[src/rtl/prog_loader_pkg.sv]
// Shared constants for the program loader: defaults, the HLT padding byte
// and the sequencer state encoding.
package prog_loader_pkg;

  localparam int DEPTH_DEF   = 32;
  localparam int ADDR_W_DEF  = 5;
  localparam int TIMEOUT_DEF = 20000;

  localparam logic [7:0] HLT_BYTE = 8'h00;

  typedef logic [2:0] state_t;

  localparam state_t ST_IDLE   = 3'd0;
  localparam state_t ST_LOAD   = 3'd1;
  localparam state_t ST_FILL   = 3'd2;
  localparam state_t ST_RUN    = 3'd3;
  localparam state_t ST_HALTED = 3'd4;
  localparam state_t ST_ERROR  = 3'd5;

endpackage

[src/rtl/prog_loader_ctrl_cnt.sv]
// Clearable up-counter that stops at TERM and flags it. Used both as the
// inter-byte timeout counter and as the saturating RUN cycle counter.
module loader_timeout_cnt #(
  parameter int          W    = 16,
  parameter int unsigned TERM = 65535
) (
  input  logic         i_clk,
  input  logic         i_reset,
  input  logic         i_clr,
  input  logic         i_en,
  output logic [W-1:0] o_count,
  output logic         o_term
);

  localparam logic [W-1:0] TERM_V = W'(TERM);

  logic [W-1:0] r_count;

  assign o_count = r_count;
  assign o_term  = (r_count == TERM_V);

  // clear wins over enable; the count holds once it reaches TERM
  always_ff @(posedge i_clk or posedge i_reset) begin
    if (i_reset) begin
      r_count <= '0;
    end else if (i_clr) begin
      r_count <= '0;
    end else if (i_en && !o_term) begin
      r_count <= r_count + W'(1);
    end
  end

endmodule

[src/rtl/prog_loader_ctrl.sv]
// Program-load / run sequencer: streams UART bytes into instruction memory,
// pads the remainder with HLT, then releases the core and watches for HLT.
//
//   state  | meaning
//   IDLE   | core held in reset, waiting for load_req
//   LOAD   | accepting bytes into imem[byte_count]
//   FILL   | writing HLT from byte_count to DEPTH-1
//   RUN    | core running (reset pulsed for the first cycle)
//   HALTED | core stopped on HLT, state kept observable
//   ERROR  | framing error or inter-byte timeout, waits for clear_err
module prog_loader_ctrl
  import prog_loader_pkg::*;
#(
  parameter int DEPTH   = DEPTH_DEF,
  parameter int ADDR_W  = ADDR_W_DEF,
  parameter int TIMEOUT = TIMEOUT_DEF
) (
  input  logic              i_clk,
  input  logic              i_reset,
  input  logic              i_load_req,
  input  logic              i_clear_err,
  input  logic              i_rx_valid,
  input  logic [7:0]        i_rx_data,
  input  logic              i_rx_fe,
  input  logic              i_cpu_halted,
  output logic              o_imem_we,
  output logic [ADDR_W-1:0] o_imem_addr,
  output logic [7:0]        o_imem_wdata,
  output logic              o_cpu_rst,
  output logic              o_cpu_hold,
  output logic              o_done,
  output logic              o_error,
  output logic              o_overflow,
  output logic [ADDR_W:0]   o_byte_count,
  output logic [15:0]       o_run_cycles
);

  localparam int              TO_W      = $clog2(TIMEOUT + 1);
  localparam logic [ADDR_W:0] DEPTH_CNT = (ADDR_W + 1)'(DEPTH);

  state_t            r_state;
  state_t            w_state_nxt;
  logic [ADDR_W:0]   r_byte_count;
  logic [ADDR_W:0]   r_fill_ptr;
  logic [ADDR_W:0]   w_bc_nxt;
  logic              r_overflow;
  logic              r_run_first;
  logic              r_we;
  logic [ADDR_W-1:0] r_addr;
  logic [7:0]        r_wdata;

  logic              w_fe;
  logic              w_accept;
  logic              w_discard;
  logic              w_enter_load;
  logic              w_enter_run;
  logic [TO_W-1:0]   w_to_count;
  logic              w_to_term;
  logic              w_to_hit;
  logic              w_run_sat;

  assign w_fe         = (r_state == ST_LOAD) && i_rx_valid && i_rx_fe;
  assign w_accept     = (r_state == ST_LOAD) && i_rx_valid && !i_rx_fe &&
                        (r_byte_count != DEPTH_CNT);
  assign w_discard    = (r_state == ST_LOAD) && i_rx_valid && !i_rx_fe &&
                        (r_byte_count == DEPTH_CNT);
  assign w_bc_nxt     = w_accept ? r_byte_count + (ADDR_W + 1)'(1) : r_byte_count;
  assign w_enter_load = (r_state != ST_LOAD) && (w_state_nxt == ST_LOAD);
  assign w_enter_run  = (r_state != ST_RUN) && (w_state_nxt == ST_RUN);
  // ERROR is entered on the edge where the idle count would reach TIMEOUT
  assign w_to_hit     = (w_to_count == TO_W'(TIMEOUT - 1)) && (r_byte_count != '0);

  loader_timeout_cnt #(
    .W    (TO_W),
    .TERM (TIMEOUT)
  ) u_timeout (
    .i_clk   (i_clk),
    .i_reset (i_reset),
    .i_clr   (w_enter_load || w_accept),
    .i_en    ((r_state == ST_LOAD) && (r_byte_count != '0) && !w_to_term),
    .o_count (w_to_count),
    .o_term  (w_to_term)
  );

  loader_timeout_cnt #(
    .W    (16),
    .TERM (16'hFFFF)
  ) u_run_cnt (
    .i_clk   (i_clk),
    .i_reset (i_reset),
    .i_clr   (w_enter_run),
    .i_en    ((r_state == ST_RUN) && !w_run_sat),
    .o_count (o_run_cycles),
    .o_term  (w_run_sat)
  );

  // next-state decode; framing error beats timeout beats load_req fall
  always_comb begin
    w_state_nxt = r_state;
    case (r_state)
      ST_IDLE: begin
        if (i_load_req) w_state_nxt = ST_LOAD;
      end
      ST_LOAD: begin
        if (w_fe) begin
          w_state_nxt = ST_ERROR;
        end else if (w_to_hit && !w_accept) begin
          w_state_nxt = ST_ERROR;
        end else if (!i_load_req) begin
          if (w_bc_nxt == '0)                  w_state_nxt = ST_IDLE;
          else if (r_byte_count == DEPTH_CNT)  w_state_nxt = ST_RUN;
          else                                 w_state_nxt = ST_FILL;
        end
      end
      ST_FILL: begin
        if (r_fill_ptr == DEPTH_CNT) w_state_nxt = ST_RUN;
      end
      ST_RUN: begin
        if (i_load_req)                         w_state_nxt = ST_LOAD;
        else if (i_cpu_halted && !r_run_first)  w_state_nxt = ST_HALTED;
      end
      ST_HALTED: begin
        if (i_load_req) w_state_nxt = ST_LOAD;
      end
      ST_ERROR: begin
        if (i_clear_err) w_state_nxt = ST_IDLE;
      end
      default: w_state_nxt = ST_IDLE;
    endcase
  end

  // state, byte/fill pointers and the registered memory write port
  always_ff @(posedge i_clk or posedge i_reset) begin
    if (i_reset) begin
      r_state      <= ST_IDLE;
      r_byte_count <= '0;
      r_fill_ptr   <= '0;
      r_overflow   <= 1'b0;
      r_run_first  <= 1'b0;
      r_we         <= 1'b0;
      r_addr       <= '0;
      r_wdata      <= '0;
    end else begin
      r_state     <= w_state_nxt;
      r_run_first <= w_enter_run;
      r_we        <= 1'b0;
      if (w_enter_load) begin
        r_byte_count <= '0;
        r_overflow   <= 1'b0;
      end else begin
        if (w_accept) begin
          r_we         <= 1'b1;
          r_addr       <= r_byte_count[ADDR_W-1:0];
          r_wdata      <= i_rx_data;
          r_byte_count <= w_bc_nxt;
        end
        if (w_discard) r_overflow <= 1'b1;
      end
      if ((r_state == ST_LOAD) && (w_state_nxt == ST_FILL)) begin
        r_fill_ptr <= w_bc_nxt;
      end else if ((r_state == ST_FILL) && (r_fill_ptr != DEPTH_CNT)) begin
        r_we       <= 1'b1;
        r_addr     <= r_fill_ptr[ADDR_W-1:0];
        r_wdata    <= HLT_BYTE;
        r_fill_ptr <= r_fill_ptr + (ADDR_W + 1)'(1);
      end
    end
  end

  // core control follows the state; reset is released after the first RUN cycle
  always_comb begin
    o_cpu_rst  = 1'b1;
    o_cpu_hold = 1'b1;
    case (r_state)
      ST_RUN: begin
        o_cpu_rst  = r_run_first;
        o_cpu_hold = 1'b0;
      end
      ST_HALTED: o_cpu_rst = 1'b0;
      default: ;
    endcase
  end

  assign o_imem_we    = r_we;
  assign o_imem_addr  = r_addr;
  assign o_imem_wdata = r_wdata;
  assign o_done       = (r_state == ST_HALTED);
  assign o_error      = (r_state == ST_ERROR);
  assign o_overflow   = r_overflow;
  assign o_byte_count = r_byte_count;

endmodule

[config.mk]
export PLATFORM = sky130hd
export DESIGN_NAME = prog_loader_ctrl
export DESIGN_NICKNAME = d
export VERILOG_FILES = /design/src/rtl/prog_loader_pkg.sv /design/src/rtl/prog_loader_ctrl_cnt.sv /design/src/rtl/prog_loader_ctrl.sv
export SDC_FILE = /design/constraint.sdc
export NUM_CORES = 1
export LEC_CHECK = 0
export CORE_MARGIN = 8
export CORE_UTILIZATION = 54
export CTS_CLUSTER_SIZE = 30
export DETAILED_ROUTE_END_ITERATION = 6
export PLACE_DENSITY_LB_ADDON = 0.1
export RECOVER_POWER = 50
export SYNTH_ARGS = -nofsm -noshare
export SYNTH_HDL_FRONTEND = slang
export SYNTH_SLANG_ARGS = --single-unit
[constraint.sdc]
create_clock -name i_clk -period 2.9 [get_ports i_clk]
set_input_delay 0.58 -clock i_clk [delete_from_list [all_inputs] [get_ports i_clk]]
set_output_delay 0.58 -clock i_clk [all_outputs]
set_load 0.01 [all_outputs]
# After elaboration in Yosys (flattened, before gate mapping)
# Cells that the tools add are included.
# word_totals
inputBits	15
output_inout_bits	41
wordCells	99
regBits	62
# classes
n_mux	36
add_sub_neg	4
eq_ne	17
n_reduce_logical	32
# op_table
op	count
$mux 16	2
$mux 8	4
$eq 15x15->1 const B	2
$mux 15	2
$mux 6	5
$mux 3	8
$mux 5	4
$logic_and 1x1->1	17
$add 16x1->16 const B	1
$eq 16x16->1 const B	1
$add 15x1->15 const B	1
$pmux 3 s5	1
$add 6x1->6 const B	2
$eq 3x2->1 const B	4
$eq 6x6->1 const B	2
$ne 6x6->1 const B	2
$reduce_bool 2->1	5
$mux 1	8
$eq 3x1->1 const B	2
$eq 3x3->1 const B	2
$logic_not 6->1	1
$reduce_bool 6->1	1
$logic_not 1->1	5
$logic_not 3->1	1
6 further kinds	6

# Depth between registers and ports, before layout
# Gate-level depths: netlist of the first run.
# depth
word_depth	16
depth_mapped	10
depth_no_buf	8

# Cells and area by module
# A second synthesis of the first run with hierarchy kept.
# unflattened
hier_cells	402
hier_area_um2	3794.9
# modules_own_cells
module	cells_per_inst	area_per_inst_um2	seq_area_each_um2	instances
prog_loader_ctrl	209	1934.4	775.7	1
loader_timeout_cnt (u_run_cnt)	101	977.2	400.4	1
loader_timeout_cnt (u_timeout)	92	883.3	375.4	1

# Worst setup path after synthesis of the first run
# Ideal clock, no wire load.
# synth_timing
path_kind	register to register
start	register r_byte_count[0] (netlist: o_byte_count[0])
end	register u_run_cnt.r_count[1] (netlist: u_run_cnt.o_count[1])
path_slack_ns	0.465
path_stages_with_launch	11
required_ns	2.829
arrival_time_ns	2.365
synth_period_minus_slack_ns	2.435
setup_time_ns	0.071
cell_sequence	dfrtp_1 > inv_1 > ha_1 > nor4b_1 > a2111oi_0 > nand3_2 > and3_4 > o2111a_1 > buf_6 > buf_12 > nor2_4
# synth_via
elab_chain_cells	12
elab_cells_between_ends	20
classes_between	1 x add/sub; 3 x eq/ne; 8 x mux; 8 x reduce/logical
# synth_rtl
item	line	source
start, declared	prog_loader_ctrl.sv:43	logic [ADDR_W:0] r_byte_count;
start signal, assigned	prog_loader_ctrl.sv:155	r_byte_count <= w_bc_nxt;
parallel branches: the longest is 6 deep, another holds $add 6x1->6	--	
$mux 3 (*)	prog_loader_ctrl.sv:107	end else if (w_to_hit && !w_accept) begin
$mux 3 (*)	prog_loader_ctrl.sv:105	if (w_fe) begin
$pmux 3 s5 (*)	prog_loader_ctrl.sv:100	case (r_state)
$eq 3x2->1 (*)	prog_loader_ctrl.sv:69	assign w_enter_run = (r_state != ST_RUN) && (w_state_nxt == ST_RUN);
$logic_and 1x1->1 (*)	prog_loader_ctrl.sv:69	
named net u_run_cnt.i_clr	prog_loader_ctrl_cnt.sv:9	input logic i_clr,
$mux 16 or $reduce_bool 2->1 (tied branches)	--	
end signal, assigned	prog_loader_ctrl_cnt.sv:29	r_count <= r_count + W'(1);
end, declared	prog_loader_ctrl_cnt.sv:17	logic [W-1:0] r_count;
# Mark *: on every way through the listed nets, which the timed path passes.
# A chain may end at the register's enable or synchronous reset.

# Final worst setup path of the first run
# layout_timing
start	register r_state[1]
end	output port o_cpu_rst
# layout_via
elab_chain_cells	2
elab_cells_between_ends	3
classes_between	2 x eq/ne; 1 x mux
# layout_rtl
item	line	source
start, declared	prog_loader_ctrl.sv:41	state_t r_state;
start signal, assigned	prog_loader_ctrl.sv:144	r_state <= w_state_nxt;
$eq 3x3->1 or $eq 3x2->1 (tied branches)	prog_loader_ctrl.sv:174	case (r_state)
$pmux 1 s2 (*)	prog_loader_ctrl.sv:174	
end, declared	prog_loader_ctrl.sv:29	output logic o_cpu_rst,
# Mark *: on every way between the ends. The rest lies on a longest branch, timed or not.

==> reports/qor.yml, run 1 <==
run_status:
  status: "completed"
cts:
  cts-htree-levels: 3
  worst_skew_pair.late_latency_ps: 340
  clock_pin_slew_on_the_worst_setup_and_hold_paths_ps: 70
  cts_repair_resize_count: 0
  clockRootBuffer: "clkbuf_8"
  clock_sink_count: 62
  cts_made_buffers: 9
  clock_tree_from_tritoncts: "yes"
  hold_buffers: 0
  cts-root-to-sink-buffers: 2
  post-cts-setup-buffer-count: 0
logic_synthesis:
  synth.mux.area_fraction_pct: 1.40
  synth_simple_gate_area_share_pct: 28.0
  postSynthAreaPerCell_sq_um: 9.51
  ys_dominant_reg_cell: "dfrtp_1"
  postSynthRegisterBits: 62
  synthDistinctLibCells: 67
  synthCells: 375
  netlist_area_sq_um: 3570
  netlist_top_cells_count: "dfrtp_1, nand2_1, nor2_1"
  postSynthNetCount: 397
  dominant_combinational_cell_family_by_area_after_synthesis: "simple AND/OR/NAND/NOR gates"
  yosys.cell_count.top_type: "dfrtp_1"
  synth-edff-count: 0
  synth_fa_ha_area_share_pct: 2.46
  ys_warn_count: 0
  synthXorXnorAreaFrac_pct: 9.33
  post_synth_main_area_contributors: "dfrtp_1, nand2_1, xor2_1, nor2_1, xnor2_1"
  yosys.area.top_type_share_pct: 43.5
  complex_gate_fraction_of_the_synthesized_area_pct: 10.6
  synth_sequential_area_ratio_pct: 43.5
  synth_top_area_cell: "dfrtp_1"
  postSynth.asyncResetShare_pct: 100
worst_setup_path:
  timing.critical_path.buf_inv: 1
  timing.critical_path.max_delay_family: "flip-flops"
  critical_path_peak_fanout: 14
  cp_slowest_stage_delay_ps: 610
  startpoint_of_the_most_critical_register_to_register_path: "o_byte_count[1]"
  crit_arrival_ps: 2020
  crit_type: "flip-flop to output port"
  worst_r2r_endpoint: "r_fill_ptr[0]"
  timing.critical_path.mode_cell: "nor2_1"
  reg2reg_slack_ps: 330
  timing.critical_path.to_type: "output port"
  worstPathRequired_ps: 2320
  crit_path_start_kind: "flip-flop"
  timing.critical_path.slowest_stage_cell: "dfrtp_1"
  cp_cell_sequence: "nand3b_1 > nor2_1 > nor2_1 > clkdlybuf4s50_1"
  r2r_cells: 8
finish:
  final_design_area_no_fill_sq_um: 4450
  signed_area_change_from_the_synthesized_netlist_to_the_final_layout_pct: 24.8
  design.final.nets: 459
  antenna-diode-count: 0
  fin_util_pct: 69.7
  number_of_fillers_in_the_final_layout: 492
  drive_above_1_share_pct: 11.3
power:
  power_density_nw_per_um2: 896
  pleak_nw: 1.88
  max-vdd-ir-drop_v: 0.000673
  totalPowerFinal_mw: 3.99
die:
  start_util_pct: 55.8
  design.portCount: 56
  die_x_um: 97.3
  die_height_um: 97.3
  core_ar_sq_um: 6390
  die_area_sq_um: 9460
  core.rowCount: 29
timing:
  layout_min_cycle_time_ps: 2600
  max_slew_margin_pct: 28.3
  totalNegativeSetupSlack_ps: 0
  report.final.slew_viol_count: 0
  setup_violations: 0
  clock_skew_ps: 9.46
  unrepaired_setup_endpoints_after_global_routing: "no"
  max_slew.worst_pin.slew_ps: 1080
  share_of_the_clock_period_used_by_the_worst_path_pct: 89.6
  fmax_ghz: 0.385
  final_hold_viol_count: 0
  fin_worst_hold_slack_ps: 516
placement:
  globalplace.congestion: 0.903
  post_dp_cell_area_sq_um: 4230
  port_buffers: 55
  place.detailed.hpwl_mm: 6.02
drt:
  routed-via-count: 2922
  antenna_violating_nets_remaining: 0
  dr.pass1.iters: 4
  drc_errors: 0
  wirelength_mm: 8.21
  drt-vias-per-instance: 5.63
  wirelength_per_cell_um: 15.8
  drt_iter0_markers: 189
global_routing:
  vias_in_the_first_global_route: 2769
  antenna_found_initial: 0
  grt_first_pass_wirelength_mm: 13.7
  global_route.usage.total_pct: 17.3
  grt_max_degree: 25
  grt_overflow_total: 0
min_path:
  hold_path_depth: 2
  min_to: "o_overflow"
  hold_path.class: "flip-flop to flip-flop"
  worst_hold_startpoint: "o_overflow"
run:
  cap_violations: 0
worst max path at each step:
stage	slack (ps)	end	cells after the start	from
finish	300	o_cpu_rst	4	r_state[1]
CTS	330	o_cpu_rst	4	r_state[1]
detailed placement	5	r_fill_ptr[3]	7	i_rx_fe
global route	150	r_fill_ptr[1]	8	o_byte_count[1]
floorplan	460	u_run_cnt.o_count[1]	10	o_byte_count[0]
global placement	60	r_fill_ptr[4]	7	i_rx_valid
layout make-up:
cell class | count | area, sq um | area share (%)
Multi-Input combinational cell | 281 | 1850 | 41.6
Sequential cell | 62 | 1550 | 34.9
Timing Repair Buffer | 69 | 674 | 15.2
Clock buffer | 10 | 138 | 3.09
Tap cell | 77 | 96.3 | 2.17
Clock inverter | 6 | 85.1 | 1.91
Inverter | 14 | 52.6 | 1.18
flip-flops by register name, summed over array words and instances (netlist names):
signal and flops:
o_overflow 1, r_fill_ptr 6, u_run_cnt.o_count 16, u_timeout.o_count 15, o_imem_addr 5, o_byte_count 6, o_imem_wdata 8, r_state 3
r_run_first 1, o_imem_we 1
worst register-to-register path, stage by stage (launching register included):
cell	delay [ps]
dfrtp_1	380
inv_1	120
ha_1	170
or4b_4	490
o211ai_4	270
mux2i_1	290
nand4_1	190
nor2b_1	250
a221oi_1	300
power breakdown:
group / internal, mW / leakage, nW / switching (mW) / total, mW
clock: 0.504 / 0.108 / 0.343 / 0.847
combinational: 0.850 / 0.953 / 0.858 / 1.71
sequential: 1.12 / 0.823 / 0.309 / 1.43
kinds of logic after synthesis:
| kind of cell | after synthesis |
|---|---|
| flip-flops | 62 |
| buffers and inverters | 32 |
| XOR/XNOR | 38 |
| multiplexers | 5 |
| AO/OA/AOI/OAI | 51 |
| AND/OR/NAND/NOR | 180 |
| adder cells (fa/ha/maj) | 7 |
layer usage:
| layer | routed length [um] | up-vias | track usage (%) |
|---|---|---|---|
| li1 | - | 1429 | - |
| met1 | 3660 | 1388 | 21.1 |
| met2 | 3980 | 89 | 28.7 |
| met3 | 440 | 16 | 4.41 |
| met4 | 119 | 0 | 6.76 |
| met5 | 0 | - | 0 |
cells in the final DEF, fill, tap and decap left out, drive strengths merged, types with 3 or more instances in the layout:
cell	Yosys	layout
a21oi	14	14
a31oi	5	5
a41oi	4	4
and3	9	9
buf	10	12
clkbuf	8	12
clkdlybuf4s50	0	34
dfrtp	62	62
dlygate4sd3	0	21
ha	7	7
inv	14	14
mux2i	5	5
nand2	49	49
nand2b	4	4
nand3	16	16
nand3b	4	4
nand4	9	9
nor2	53	53
nor2b	5	5
nor3	8	8
nor3b	4	4
nor4	3	3
o21ai	5	5
or2	3	3
xnor2	18	18
xor2	20	20
per-stage QoR:
| step | std cells | setup slack (ps) |
|---|---|---|
| after floorplan | 375 | 465 |
| after global placement | 503 | 63.5 |
| after detailed placement | 503 | 5.02 |
| after CTS | 519 | 326 |
| after global routing | 519 | 154 |
| final | 519 | 302 |
(Power assumes the default switching activity.)
==> inputs of run 2 (changes only) <==
ABC_CLOCK_PERIOD_IN_PS = 2900   (was not set)
MAX_ROUTING_LAYER = met4   (was not set)
==> run 2 against run 1 <==
Setup slack gained 1.3 ps. Highest routed layer unchanged. Clock power barely moved. First-iteration DRC count shrank 11%.
==> reports/qor.yml, run 2 (synthesized netlist as in run 1, its figures left out) <==
run_status:
  status: "completed"  # unchanged
worst_setup_path:
  crit_type: "flip-flop to output port"  # unchanged
  crit_path_start_kind: "flip-flop"  # unchanged
  r2r_cells: 8  # unchanged
  worst_r2r_endpoint: "r_fill_ptr[0]"  # unchanged
  timing.critical_path.to_type: "output port"  # unchanged
  startpoint_of_the_most_critical_register_to_register_path: "o_byte_count[1]"  # unchanged
  reg2reg_slack_ps: 330  # about the same
  critical_path_peak_fanout: 14  # unchanged
  startpoint: "r_state[1]"  # unchanged
  worstPathRequired_ps: 2320  # about the same
  endpoint: "o_cpu_rst"  # unchanged
  crit_arrival_ps: 2020  # about the same
min_path:
  hold_path_depth: 2  # unchanged
  hold_path.class: "flip-flop to flip-flop"  # unchanged
cts:
  cts_made_buffers: 9  # unchanged
  clock_pin_slew_on_the_worst_setup_and_hold_paths_ps: 70  # about the same
  clockRootBuffer: "clkbuf_8"  # unchanged
  cts-htree-levels: 3  # unchanged
  cts_repair_resize_count: 0  # unchanged
  cts-root-to-sink-buffers: 2  # unchanged
  hold_buffers: 0  # unchanged
  clock_sink_count: 62  # unchanged
  worst_skew_pair.late_latency_ps: 340  # about the same
  post-cts-setup-buffer-count: 0  # unchanged
  clock_tree_from_tritoncts: "yes"  # unchanged
die:
  core_ar_sq_um: 6390  # unchanged
  die_height_um: 97.3  # unchanged
  design.portCount: 56  # unchanged
  die_area_sq_um: 9460  # unchanged
  core.rowCount: 29  # unchanged
  die_x_um: 97.3  # unchanged
  start_util_pct: 55.8  # unchanged
placement:
  place.detailed.hpwl_mm: 6.02  # unchanged
  post_place_setup_slack_ps: 5.02  # unchanged
  globalplace.congestion: 0.918  # was 0.903
  port_buffers: 55  # unchanged
timing:
  max_slew.worst_pin.slew_ps: 1110  # was 1080 ps
  clock_skew_ps: 8.87  # was 9.46 ps
  fmax_ghz: 0.385  # about the same
  totalNegativeSetupSlack_ps: 0  # unchanged
  max_slew_margin_pct: 25.9  # was 28.3%
  setup_violations: 0  # unchanged
  layout_min_cycle_time_ps: 2600  # about the same
  report.final.slew_viol_count: 0  # unchanged
  timing.final.ws_setup_ps: 304  # was 302 ps
  unrepaired_setup_endpoints_after_global_routing: "no"  # unchanged
  fin_worst_hold_slack_ps: 516  # about the same
  final_hold_viol_count: 0  # unchanged
  share_of_the_clock_period_used_by_the_worst_path_pct: 89.5  # was 89.6%
power:
  power_density_nw_per_um2: 897  # was 896 nW/um^2
  max-vdd-ir-drop_v: 0.000673  # about the same
  net_switching_component_of_the_power_mw: 1.51  # about the same
  power_frac_clock_pct: 21.2  # about the same
  pleak_nw: 1.88  # unchanged
  power.switching_fraction_pct: 37.9  # about the same
  seq_power_share_pct: 35.8  # was 35.9%
  comb_power_share_pct: 42.9  # about the same
  p_int_mw: 2.48  # about the same
drt:
  antenna_violating_nets_remaining: 0  # unchanged
  drc_errors: 0  # unchanged
  wirelength_per_cell_um: 15.9  # was 15.8 um
  dr.pass1.iters: 4  # unchanged
  drt_iter0_markers: 168  # was 189
  routed-via-count: 2918  # was 2922
  wirelength_mm: 8.25  # was 8.21 mm
  drt-vias-per-instance: 5.62  # was 5.63
finish:
  mostFrequentLayoutCells: "dfrtp_1, nand2_1, nor2_1, clkdlybuf4s50_1, dlygate4sd3_1"  # unchanged
  area.sequential_sq_um: 1550  # unchanged
  footprint_of_the_multi_input_gates_sq_um: 1850  # unchanged
  number_of_fillers_in_the_final_layout: 492  # unchanged
  signed_area_change_from_the_synthesized_netlist_to_the_final_layout_pct: 24.8  # unchanged
  drive_above_1_share_pct: 11.3  # unchanged
  design.final.nets: 459  # unchanged
  largest_register_ff_count: 16  # unchanged
  most_common_cell_after_layout_fill_and_taps_aside: "dfrtp_1"  # unchanged
  antenna-diode-count: 0  # unchanged
global_routing:
  grt_max_degree: 25  # unchanged
  grt_overflow_total: 0  # unchanged
  vias_in_the_first_global_route: 2764  # was 2769
  grt_first_pass_wirelength_mm: 13.7  # about the same
  antenna_found_initial: 0  # unchanged
  global_route.usage.total_pct: 17.8  # was 17.3%
run:
  cap_violations: 0  # unchanged
==> run 2: cell counts in the layout (fill, tap and decap cells not counted) <==
No cell type changed its count.
==> run 2: worst min path at each step <==
stage                                 end  slack [ps]             startpoint
global route              o_imem_wdata[7]         540        o_imem_wdata[7]
finish                         o_overflow         520             o_overflow
global placement               o_overflow         510             o_overflow
floorplan           u_timeout.o_count[14]         500  u_timeout.o_count[14]
CTS                       o_imem_wdata[2]         520        o_imem_wdata[2]
detailed placement        o_imem_wdata[5]         510        o_imem_wdata[5]
==> run 2: cell type report <==
cell class | count | share of cell area [%]
inverter | 14 | 1.18
tap | 77 | 2.17
multi-input combinational | 281 | 41.6
timing repair buffer | 69 | 15.2
clock inverter | 6 | 1.91
clock buffer | 10 | 3.09
sequential | 62 | 34.9
==> run 2: per-layer routing <==
| layer | vias to the layer above | track usage (%) | part of all wire, % |
|---|---|---|---|
| li1 | 1432 | - | - |
| met2 | 67 | 28.7 | 48 |
| met1 | 1404 | 21.2 | 46 |
| met3 | 15 | 4.34 | 4.5 |
| met5 | - | - | 0 |
| met4 | 0 | 6.76 | 1.4 |
==> run 2: critical path, cell delays in order (launching register included) <==
cell             delay, ps
dfrtp_1                610
nand3b_1               330
nor2_1                 170
nor2_1                  70
clkdlybuf4s50_1        500
==> run 2: power by group through the flow <==
stage / logic, mW / clock network [mW] / registers (mW)
4_1_cts: 1.77 / 0.856 / 1.43
3_3_place_gp: 1.73 / 0 / 1.43
2_1_floorplan: 1.00 / 0 / 1.43
5_1_grt: 1.88 / 0.891 / 1.47
3_5_place_dp: 1.76 / 0 / 1.44
6_report: 1.71 / 0.848 / 1.43
==> run 2: metrics by stage <==
| stage | power, mW | cells | util (%) | area [sq um] |
|---|---|---|---|---|
| after floorplan | 2.43 | 375 | - | 3570 |
| after global placement | 3.16 | 503 | 66.3 | 4230 |
| after detailed placement | 3.20 | 503 | 66.3 | 4230 |
| after CTS | 4.05 | 519 | 69.8 | 4460 |
| after global routing | 4.24 | 519 | 69.7 | 4450 |
| final | 3.99 | 519 | 69.7 | 4450 |
==> inputs of run 3 (changes only) <==
GPL_ROUTABILITY_DRIVEN = 0   (was not set)
GPL_TIMING_DRIVEN = 1   (was not set)
==> results of run 3 <==
No change in the layout: final DEF, timing and power equal those of run 2.
